### config.mk
export PLATFORM = sky130hd
export DESIGN_NAME = sap_datapath
export DESIGN_NICKNAME = d
export VERILOG_FILES = /design/src/rtl/sap_datapath.sv
export SDC_FILE = /design/constraint.sdc
export NUM_CORES = 1
export LEC_CHECK = 0
export ABC_AREA = 1
export CORE_MARGIN = 1.5
export CORE_UTILIZATION = 55
export DETAILED_ROUTE_END_ITERATION = 10
export PLACE_DENSITY = 0.83
export SLEW_MARGIN = 20
export SYNTH_ARGS = -nofsm -noshare
export SYNTH_HDL_FRONTEND = slang
export SYNTH_SLANG_ARGS = --single-unit
### constraint.sdc
create_clock -name clk -period 3.2 [get_ports clk]
set_clock_uncertainty 0.1 [all_clocks]
set_input_delay 0.48 -clock clk [delete_from_list [all_inputs] [get_ports clk]]
set_output_delay 0.48 -clock clk [all_outputs]
set_load 0.05 [all_outputs]
### src/rtl/sap_datapath.sv
// SAP-style datapath: PC, MAR, 16x8 RAM, IR, A, B, adder/subtractor and output register
// around one shared bus. The controller supplies the 15-bit control word and reads back the opcode.
module sap_datapath #(
    parameter int DATA_W = 8,
    parameter int ADDR_W = 4
) (
    input  logic              clk,
    input  logic              rst,
    input  logic [14:0]       ctrl,
    output logic [3:0]        opcode,
    input  logic              prog_we,
    input  logic [ADDR_W-1:0] prog_addr,
    input  logic [DATA_W-1:0] prog_data,
    output logic [DATA_W-1:0] out_data,
    output logic              out_valid,
    output logic              halted,
    output logic              carry,
    output logic              zero,
    output logic              bus_conflict,
    output logic [DATA_W-1:0] bus_dbg
);

    localparam int DEPTH = 2 ** ADDR_W;

    // Field order matches the control word, MSB first.
    typedef struct packed {
        logic hlt;
        logic pc_inc;
        logic pc_load;
        logic pc_en;
        logic mar_load;
        logic mem_st;
        logic mem_en;
        logic ir_load;
        logic ir_en;
        logic a_load;
        logic a_en;
        logic b_load;
        logic adder_sub;
        logic adder_en;
        logic out_load;
    } ctrl_t;

    ctrl_t             c_act;
    logic              upd;

    logic [ADDR_W-1:0] pc;
    logic [ADDR_W-1:0] mar;
    logic [DATA_W-1:0] ir;
    logic [DATA_W-1:0] a_reg;
    logic [DATA_W-1:0] b_reg;
    logic [DATA_W-1:0] ram [DEPTH];

    logic [DATA_W-1:0] bus;
    logic [DATA_W-1:0] mem_rd;
    logic [DATA_W:0]   sum;
    logic [DATA_W-1:0] adder_res;
    logic              adder_cout;
    logic [4:0]        drv_vec;
    logic              conflict;

    // A halted machine ignores the whole control word, bus drivers included.
    assign c_act = halted ? ctrl_t'('0) : ctrl_t'(ctrl);
    // The hlt cycle itself commits nothing except the halt flag.
    assign upd   = !halted && !c_act.hlt;

    assign mem_rd = ram[mar];

    assign sum        = {1'b0, a_reg}
                      + {1'b0, (c_act.adder_sub ? ~b_reg : b_reg)}
                      + {{DATA_W{1'b0}}, c_act.adder_sub};
    assign adder_res  = sum[DATA_W-1:0];
    assign adder_cout = sum[DATA_W];

    // More than one set bit means two drivers are fighting for the bus.
    assign drv_vec  = {c_act.adder_en, c_act.mem_en, c_act.a_en, c_act.ir_en, c_act.pc_en};
    assign conflict = |(drv_vec & (drv_vec - 5'd1));

    // NOTE: every signal assigned in always_comb gets a default first so no latch is inferred.
    always_comb begin
        bus = '0;
        if (c_act.adder_en)
            bus = adder_res;
        else if (c_act.mem_en)
            bus = mem_rd;
        else if (c_act.a_en)
            bus = a_reg;
        else if (c_act.ir_en)
            bus = {{(DATA_W-ADDR_W){1'b0}}, ir[ADDR_W-1:0]};
        else if (c_act.pc_en)
            bus = {{(DATA_W-ADDR_W){1'b0}}, pc};
    end

    // NOTE: sequential state uses non-blocking assignments so all registers sample the same bus value.
    always_ff @(posedge clk or posedge rst) begin
        if (rst) begin
            pc  <= '0;
            mar <= '0;
            ir  <= '0;
        end else if (upd) begin
            if (c_act.pc_load)
                pc <= bus[ADDR_W-1:0];
            else if (c_act.pc_inc)
                pc <= pc + 1'b1;
            if (c_act.mar_load)
                mar <= bus[ADDR_W-1:0];
            if (c_act.ir_load)
                ir <= bus;
        end
    end

    always_ff @(posedge clk or posedge rst) begin
        if (rst) begin
            a_reg <= '0;
            b_reg <= '0;
            carry <= 1'b0;
            zero  <= 1'b0;
        end else if (upd) begin
            if (c_act.a_load)
                a_reg <= bus;
            if (c_act.b_load)
                b_reg <= bus;
            if (c_act.a_load && c_act.adder_en) begin
                carry <= adder_cout;
                zero  <= (adder_res == '0);
            end
        end
    end

    always_ff @(posedge clk or posedge rst) begin
        if (rst) begin
            out_data     <= '0;
            out_valid    <= 1'b0;
            halted       <= 1'b0;
            bus_conflict <= 1'b0;
        end else begin
            out_valid <= upd && c_act.out_load;
            if (upd && c_act.out_load)
                out_data <= bus;
            if (upd && conflict)
                bus_conflict <= 1'b1;
            if (c_act.hlt)
                halted <= 1'b1;
        end
    end

    // NOTE: the RAM has no reset so the loaded program survives rst and maps onto plain memory.
    always_ff @(posedge clk) begin
        if (upd && c_act.mem_st && !(prog_we && (prog_addr == mar)))
            ram[mar] <= bus;
        if (prog_we)
            ram[prog_addr] <= prog_data;
    end

    assign opcode  = ir[DATA_W-1:ADDR_W];
    assign bus_dbg = bus;

endmodule
; Yosys cells after proc, flatten, opt, wreduce, memory -nomap -nowiden
; Memories as Yosys holds them, arrays and structs flattened.
; Index checks and enable logic that the tools add are counted.
[totals]
mem_count = 1
output_inout_bits = 25
ff_bits = 45
elab_cells = 51
ram_bits = 128
[classes]
n_addsub = 4
n_eq_ne = 1
n_bitwise = 2
muxes = 13
n_reduce_logical = 19
[memory_table]
columns = memory, words, width, read_ports, rd_ports_with_merged_regs, wr, line
row1 = ram, 16, 8, 1, 0, 2, 52  ; logic [DATA_W-1:0] ram [DEPTH];
[op_table]
columns = op, n
row1 = two-way mux 8 bit, 4
row2 = two-way mux 4 bit, 4
row3 = two-way mux 15 bit, 1
row4 = AND reduction 2 bit, 6
row5 = adder 8 x 8 -> 9 bit, 1
row6 = adder 9 x 1 -> 9 bit, 1
row7 = zero test 8 bit, 1
row8 = inverter 8 bit, 1
row9 = logical AND 1 bit, 7
row10 = AND 5 bit, 1
row11 = OR reduction 5 bit, 1
row12 = "subtractor 5 x 1 -> 5 bit, second input constant", 1
row13 = "adder 4 x 1 -> 4 bit, second input constant", 1
row14 = == test 4 bit, 1
row15 = two-way mux 1 bit, 4
row16 = zero test 1 bit, 3
row17 = nonzero test 2 bit, 1

; Depth between registers and ports, before layout
; Gate-level depths: netlist (run 1).
[logic_depth]
word_depth = 7
ltp_mapped = 15
depth_no_buf = 14

; Least setup slack after synthesis (run 1)
; No wires, ideal clock.
[synth_timing]
path_type = reg-to-output
from = register halted
to = output port bus_dbg[4]
t_arrival_ns = 3.207
stages_incl_launch_ff = 13
required_ns = 2.620
setup_slack_ns = -0.587
path_cell_list = dfrtp_1 buf_6 inv_2 nand2_4 a21oi_2 inv_1 fa_1 inv_1 nand3_1 nand3_1 xor2_1 or2_2 a21boi_0
[synth_between]
elab_chain_len = 5
[synth_rtl]
columns = item, line
row1 = "start, declared", 16  ; output logic halted,
row2 = "start signal, assigned", 134  ; halted <= 1'b0;
row3 = "start signal, assigned", 143  ; halted <= 1'b1;
row4 = two-way mux 15 bit *, 63  ; assign c_act = halted ? ctrl_t'('0) : ctrl_t'(ctrl);
row5 = two-way mux 8 bit, 70  ; + {1'b0, (c_act.adder_sub ? ~b_reg : b_reg)}
row6 = adder 8 x 8 -> 9 bit, 70
row7 = adder 9 x 1 -> 9 bit, 71  ; + {{DATA_W{1'b0}}, c_act.adder_sub};
row8 = two-way mux 8 bit *, 82  ; if (c_act.adder_en)
row9 = "end, declared", 20  ; output logic [DATA_W-1:0] bus_dbg
; Mark *: on every way between the ends. The rest lies on a longest branch, timed or not.

; Worst setup path in the final report (run 1)
; Same ends and word-level chain as after synthesis.

==> reports/results.tsv, run 1 <==
metric	value	unit
fillers	1358	
ctsRootBufferMaster	clkbuf_16	
ys_seq_area_frac	0.5015	
tightest_slew	0.9543	ns
seqPwrFrac	0.469	
final_common_cell	nand2_1	
grt_max_degree	46	
start_util	0.5670	
firstDrtPassIters	7	
place_congestion	1.003	
cts-buffers-inserted	17	
core-area	0.01748	mm2
critPathRequiredTime	2.62	ns
synth.distinct_cells	43	
critical_path.max_fanout	7	
place_inst	1470	
std_cell_rows	48	
critical_path_arrival	2.55	ns
largest_register_ffs	128	
drc_errors	0	
ctsHoldBuffers	0	
wl	30.63	mm
syn_inst	1210	
fmax	0.3191	GHz
avgViaCountPerCell	6.134	
syn_to_final_growth	16.19	%
period_minus_slack	3.134	ns
critPathKind	flip-flop to output port	
synth-edff-count	128	
io_buffers	54	
path_clk_slew	0.07	ns
pwr-share-comb	0.151	
p_leak	0.005079	uW
pwr-share-clk	0.380	
synth_area_per_cell	8.190	um2
wl_per_cell	20.38	um
period_share	0.9793	
n_antenna_cell	0	
place_ws	-0.03495	ns
synth-async-reset-ratio	0.2601	
post-route-util	0.6588	
grt_pass1_wl	46.40	mm
cap_violations	0	
finalSetupTns	0	ns
maxSlewViolCount	0	
cts_tree	built	
hp-class	flip-flop to flip-flop	
cts_sinks	173	
endpoint_kind	output port	
antenna_left	0	
nNetsFinal	1306	
grt_antenna_before_repair	0	
final-setup-viol-count	0	
die_height	137.2	um
yosys_warnings	0	
total_power	5381	uW
max-slew-margin-rel	0.3618	
drive_gt1_frac	0.1307	
top_register	ram	
fin_ws	0.06613	ns
switchingPower	1479	uW
rsz0062_at_grt	yes	
synth_nets	1251	
dpl.hpwl	20.51	mm
power.density	467.4	mW/mm2
synth_area	0.009910	mm2
hold_viol	0	
track_usage	0.3373	
clk_latency	0.44	ns
swShare	0.2749	
vias	9220	
htreeDepth	4	
fp.dieW	137.2	um
ys.flop_type	edfxtp_1	
clock_path_buffers	2	
fin_cells	1503	
dieArea	0.01883	mm2
irDropWorstVdd	0.0003726	V
grt_pass1_vias	8707	
io-pin-count	55	
p_int	3902	uW
drtIter0Drc	1295	
final_cell_mix	nand2_1 (440), edfxtp_1 (128), nand3_1 (106)	
outcome	finished clean	
setup.worst_path.start_class	flip-flop	
ys_seq_elements	173	
grt_overflow	0	
-- layer usage --
metal	up-vias	global-route usage	wire length [um]
met1	4178	0.4126	10710
li1	4137	-	-
met2	747	0.5433	13980
met4	0	0.2187	1941
met3	158	0.07138	4007
met5	-	0	0
-- per-stage QoR --
stage | area [um2] | hold WS, ns
6_report | 11510 | 0.3850
5_1_grt | 11510 | 0.3959
4_1_cts | 11400 | 0.3844
3_5_place_dp | 10790 | 0.3681
3_3_place_gp | 10790 | 0.3600
2_1_floorplan | 9917 | 0.3488
-- critical path, cell delays in order (launching register included) --
cell and delay [ns]:
dfrtp_1 0.39, inv_2 0.09, nand2_4 0.11, a21oi_2 0.17, inv_1 0.08, fa_2 0.37
inv_2 0.07, nand3_1 0.06, nand3_1 0.09, xor2_1 0.21, or2_4 0.15, a21boi_4 0.18
buf_12 0.15
-- path summary, 6_finish.rpt --
kind,cells after the start,endpoint,from,slack (ns)
hold / removal,2,ir[6],ir[6],0.38
setup / recovery,12,bus_dbg[4],halted,0.07
max in group asynchronous,2,mar[0],rst,1.87
min in group asynchronous,2,pc[0],rst,0.47
hold reg to reg,2,ir[6],ir[6],0.38
setup reg to reg,14,ram[12][0],mar[1],0.47
-- what timing repair did --
action                                 CTS  global route
endpoints found under the hold margin    0             0
setup endpoints to repair                4             7
resized for setup                        4            22
pin swaps                                2             5
buffers inserted                         1             0
-- cell type report --
type | count | area (um2) | share of cell area
inverters | 78 | 297.8 | 0.02586
multi-input cells | 872 | 4230 | 0.3674
well taps | 225 | 281.5 | 0.02445
repair buffers | 123 | 1145 | 0.09944
flip-flops and latches | 173 | 4972 | 0.4319
clock inverters | 10 | 68.82 | 0.005977
clock buffers | 22 | 518.0 | 0.04499
-- cells by family after synthesis --
logic type,synth area share
AOI/OAI and AO/OA,0.09268
xor gates and xnor gates,0.01061
adders and majority gates,0.01465
buffers and inverters,0.08485
DFF,0.5015
and+or+nand+nor,0.2957
-- cell usage after synthesis (4+ instances only) --
cell	number	area, um2
dfrtp_1	45	1126
buf_4	17	127.6
xor2_1	5	43.79
nand3_1	109	545.5
ha_1	10	125.1
xnor2_1	7	61.31
clkbuf_1	27	101.4
nand4_1	21	131.4
a31oi_1	63	394.1
o31ai_1	16	120.1
buf_1	6	22.52
inv_1	72	270.3
inv_2	4	15.01
nor2_1	102	382.9
buf_6	17	191.4
nand2_1	443	1663
a21oi_1	19	95.09
o21ai_0	16	80.08
buf_2	20	100.1
nand3_2	4	40.04
o21ai_1	21	105.1
edfxtp_1	128	3844
-- power by group through the flow --
stage	combinational (uW)	sequential, uW	clock [uW]
3_5_place_dp	771	2560	0
5_1_grt	871	2530	2130
3_3_place_gp	757	2560	0
6_report	815	2520	2040
4_1_cts	777	2520	2040
2_1_floorplan	467	2590	0
Note: power is estimated with default switching activity, not from simulation.
==> inputs of run 2 (changes only) <==
--- a/config.mk
+++ b/config.mk
@@ -5,7 +5,6 @@
 export SDC_FILE = /design/constraint.sdc
 export NUM_CORES = 1
 export LEC_CHECK = 0
-export ABC_AREA = 1
 export CORE_MARGIN = 1.5
 export CORE_UTILIZATION = 55
 export DETAILED_ROUTE_END_ITERATION = 10
==> reports/results.tsv, run 2 <==
metric	value	unit	change
tightest_slew	0.8220	ns	was 0.9543 ns
irDropWorstVdd	0.0003944	V	was 0.0003726 V
yosys_warnings	0		unchanged
grt_antenna_before_repair	0		unchanged
critPathRequiredTime	2.62	ns	about the same
wl_per_cell	22.77	um	was 20.38 um
fp.dieW	135.3	um	was 137.2 um
firstDrtPassIters	5		was 7
grt_max_degree	40		was 46
placed_cell_area	0.01086	mm2	was 0.01079 mm2
synth.distinct_cells	76		was 43
netlist.area_leader.share	0.3993		was 0.3879
ys.flop_type	edfxtp_1		unchanged
dieArea	0.01830	mm2	was 0.01883 mm2
finalSetupTns	-0.5781	ns	was 0 ns
regArea	0.004976	mm2	was 0.004972 mm2
cts_tree	built		unchanged
min_from	out_data[6]		was ir[6]
cap_violations	0		unchanged
design_area	0.01160	mm2	was 0.01151 mm2
drc_errors	0		unchanged
path_clk_slew	0.07	ns	about the same
hold_viol	0		unchanged
critPathKind	flip-flop to output port		unchanged
antenna_left	0		unchanged
grt_pass1_vias	7526		was 8707
hp-class	flip-flop to flip-flop		unchanged
fmax	0.2990	GHz	was 0.3191 GHz
avgViaCountPerCell	6.363		was 6.134
fillers	1235		was 1358
syn_to_final_growth	20.49	%	was 16.19%
wl	26.87	mm	was 30.63 mm
rsz0062_at_grt	yes		unchanged
syn_inst	840		was 1210
ys_seq_elements	173		unchanged
netlist_top_cells_count	edfxtp_1 (128), nand2_1 (114), nor2_1 (86)		was nand2_1 (443), edfxtp_1 (128), nand3_1 (109)
power.density	455.8	mW/mm2	was 467.4 mW/mm2
dpl.hpwl	18.59	mm	was 20.51 mm
drive_gt1_frac	0.2838		was 0.1307
synth_area_per_cell	11.46	um2	was 8.190 um2
n_antenna_cell	0		unchanged
clk_latency	0.45	ns	was 0.44 ns
setup.worst_path.start_class	flip-flop		unchanged
period_minus_slack	3.344	ns	was 3.134 ns
cts-buffers-inserted	17		unchanged
drtIter0Drc	899		was 1295
place_congestion	0.9292		was 1.003
critical_path.max_fanout	7		unchanged
r2r_start	halted		was mar[1]
r2r_cells	10		was 14
critical_path_arrival	2.76	ns	was 2.55 ns
violations	setup timing		
endpoint_kind	output port		unchanged
synth_area	0.009625	mm2	was 0.009910 mm2
synth_nets	881		was 1251
core-area	0.01718	mm2	was 0.01748 mm2
reg2reg_to	zero		was ram[12][0]
grt_overflow	0		unchanged
synth-edff-count	128		unchanged
std_cell_rows	48		unchanged
p_leak	0.004458	uW	was 0.005079 uW
synth_most_common_cell	edfxtp_1		was nand2_1
final_common_cell	edfxtp_1		was nand2_1
final-setup-viol-count	5		was 0
synth.area.top_cells	edfxtp_1 (40%), dfrtp_1 (12%), mux2_2 (5.1%)		was edfxtp_1 (39%), nand2_1 (17%), dfrtp_1 (11%)
crit_path_start	halted		unchanged
ys_seq_area_frac	0.5163		was 0.5015
r2r_slack	0.30	ns	was 0.47 ns
total_power	5286	uW	was 5381 uW
largest_register_ffs	128		unchanged
htreeDepth	4		unchanged
grt_pass1_wl	41.64	mm	was 46.40 mm
outcome	finished with violations		was finished clean
die_height	135.3	um	was 137.2 um
max-slew-margin-rel	0.4512		was 0.3618
period_share	1.045		was 0.9793
vias	7508		was 9220
io_buffers	54		unchanged
maxSlewViolCount	0		unchanged
nNetsFinal	983		was 1306
cts_sinks	173		unchanged
io-pin-count	55		unchanged
start_util	0.5604		was 0.5670
ctsRootBufferMaster	clkbuf_16		unchanged
synth_top_cell_by_area	edfxtp_1		unchanged
fin_ws	-0.1444	ns	was 0.06613 ns
synth-async-reset-ratio	0.2601		unchanged
post-route-util	0.6752		was 0.6588
top_register	ram		unchanged
place_ws	-0.2392	ns	was -0.03495 ns
final_cell_mix	edfxtp_1 (128), nand2_1 (114), buf_4 (96)		was nand2_1 (440), edfxtp_1 (128), nand3_1 (106)
setup.worst_path.end	bus_dbg[7]		was bus_dbg[4]
clock_path_buffers	2		unchanged
track_usage	0.3059		was 0.3373
multi_input_area	0.004385	mm2	was 0.004230 mm2
run 2: cell types whose count changed after synthesis, moves of 13 or more:
cell,before,now
inv_1,72,12
nor2_1,102,86
a21oi_2,1,14
o21ai_1,21,1
o21ai_0,16,69
nand2_1,443,114
a21oi_1,19,49
nand4_1,21,2
a31oi_1,63,2
mux2_2,0,44
mux4_2,0,17
nand3_1,109,11
mux4_1,0,13
run 2: where the power goes:
group / switching, uW / internal, uW / leakage, uW
combinational: 334 / 266 / 0.00238
sequential: 51.9 / 2450 / 0.00178
clock: 937 / 1250 / 0.000300
run 2: logic make-up after synthesis:
kind of cell             synth area share
XOR/XNOR                          0.01456
AND/OR/NAND/NOR                    0.1296
flip-flops                         0.5163
adder cells (fa/ha/maj)           0.01612
multiplexers                       0.1319
buffers and inverters             0.04381
AO/OA/AOI/OAI                      0.1477
run 2: timing repair:
action	in CTS	in global routing
pin swaps	5	5
resized for setup	12	7
endpoints found under the hold margin	0	0
buffers inserted	2	5
endpoints found under the setup margin	8	7
hold buffers	0	0
run 2: per-stage QoR:
step	cells	hold WS [ns]
floorplan	840	0.3497
global placement	1141	0.3607
detailed placement	1141	0.3692
CTS	1175	0.3848
global route	1180	0.4127
finish	1180	0.3904
run 2: cell type report:
class,count,area share
Sequential cell,173,0.4291
Multi-Input combinational cell,588,0.3781
Timing Repair Buffer,150,0.1114
Clock buffer,18,0.03701
Tap cell,225,0.02427
Clock inverter,14,0.01554
Inverter,12,0.004531
run 2: worst max-delay path, cell delays in order, from the launching register on:
cell,delay (ns)
dfrtp_2,0.40
nand2b_4,0.22
xnor2_2,0.17
ha_1,0.27
o21a_1,0.19
o22ai_4,0.23
mux2_4,0.35
a21oi_4,0.26
nor2_4,0.07
buf_6,0.16
run 2: routing by layer:
metal  GRT usage  vias to the layer above  routed length (um)  share of wire
met5           0                        -                   0              0
met4      0.1087                        0                 764          0.028
met3     0.06061                       71                2503          0.093
met2      0.5249                      459               13690           0.51
met1      0.3870                     3661                9916           0.37
li1            -                     3317                   -              -
run 2: worst min-delay path by stage:
stage | depth (start not counted) | endpoint | slack [ns]
2_1_floorplan | 2 | ir[2] | 0.35
3_3_place_gp | 2 | ir[6] | 0.36
3_5_place_dp | 2 | out_data[6] | 0.37
4_1_cts | 2 | out_data[6] | 0.38
5_1_grt | 2 | zero | 0.41
6_report | 2 | out_data[6] | 0.39
==> inputs of run 3 (changes only) <==
--- a/config.mk
+++ b/config.mk
@@ -7,6 +7,7 @@
 export LEC_CHECK = 0
 export CORE_MARGIN = 1.5
 export CORE_UTILIZATION = 55
+export CTS_CLUSTER_SIZE = 12
 export DETAILED_ROUTE_END_ITERATION = 10
 export PLACE_DENSITY = 0.83
 export SLEW_MARGIN = 20
==> results of run 3 <==
No change in the layout: final DEF, timing and power equal those of run 2.
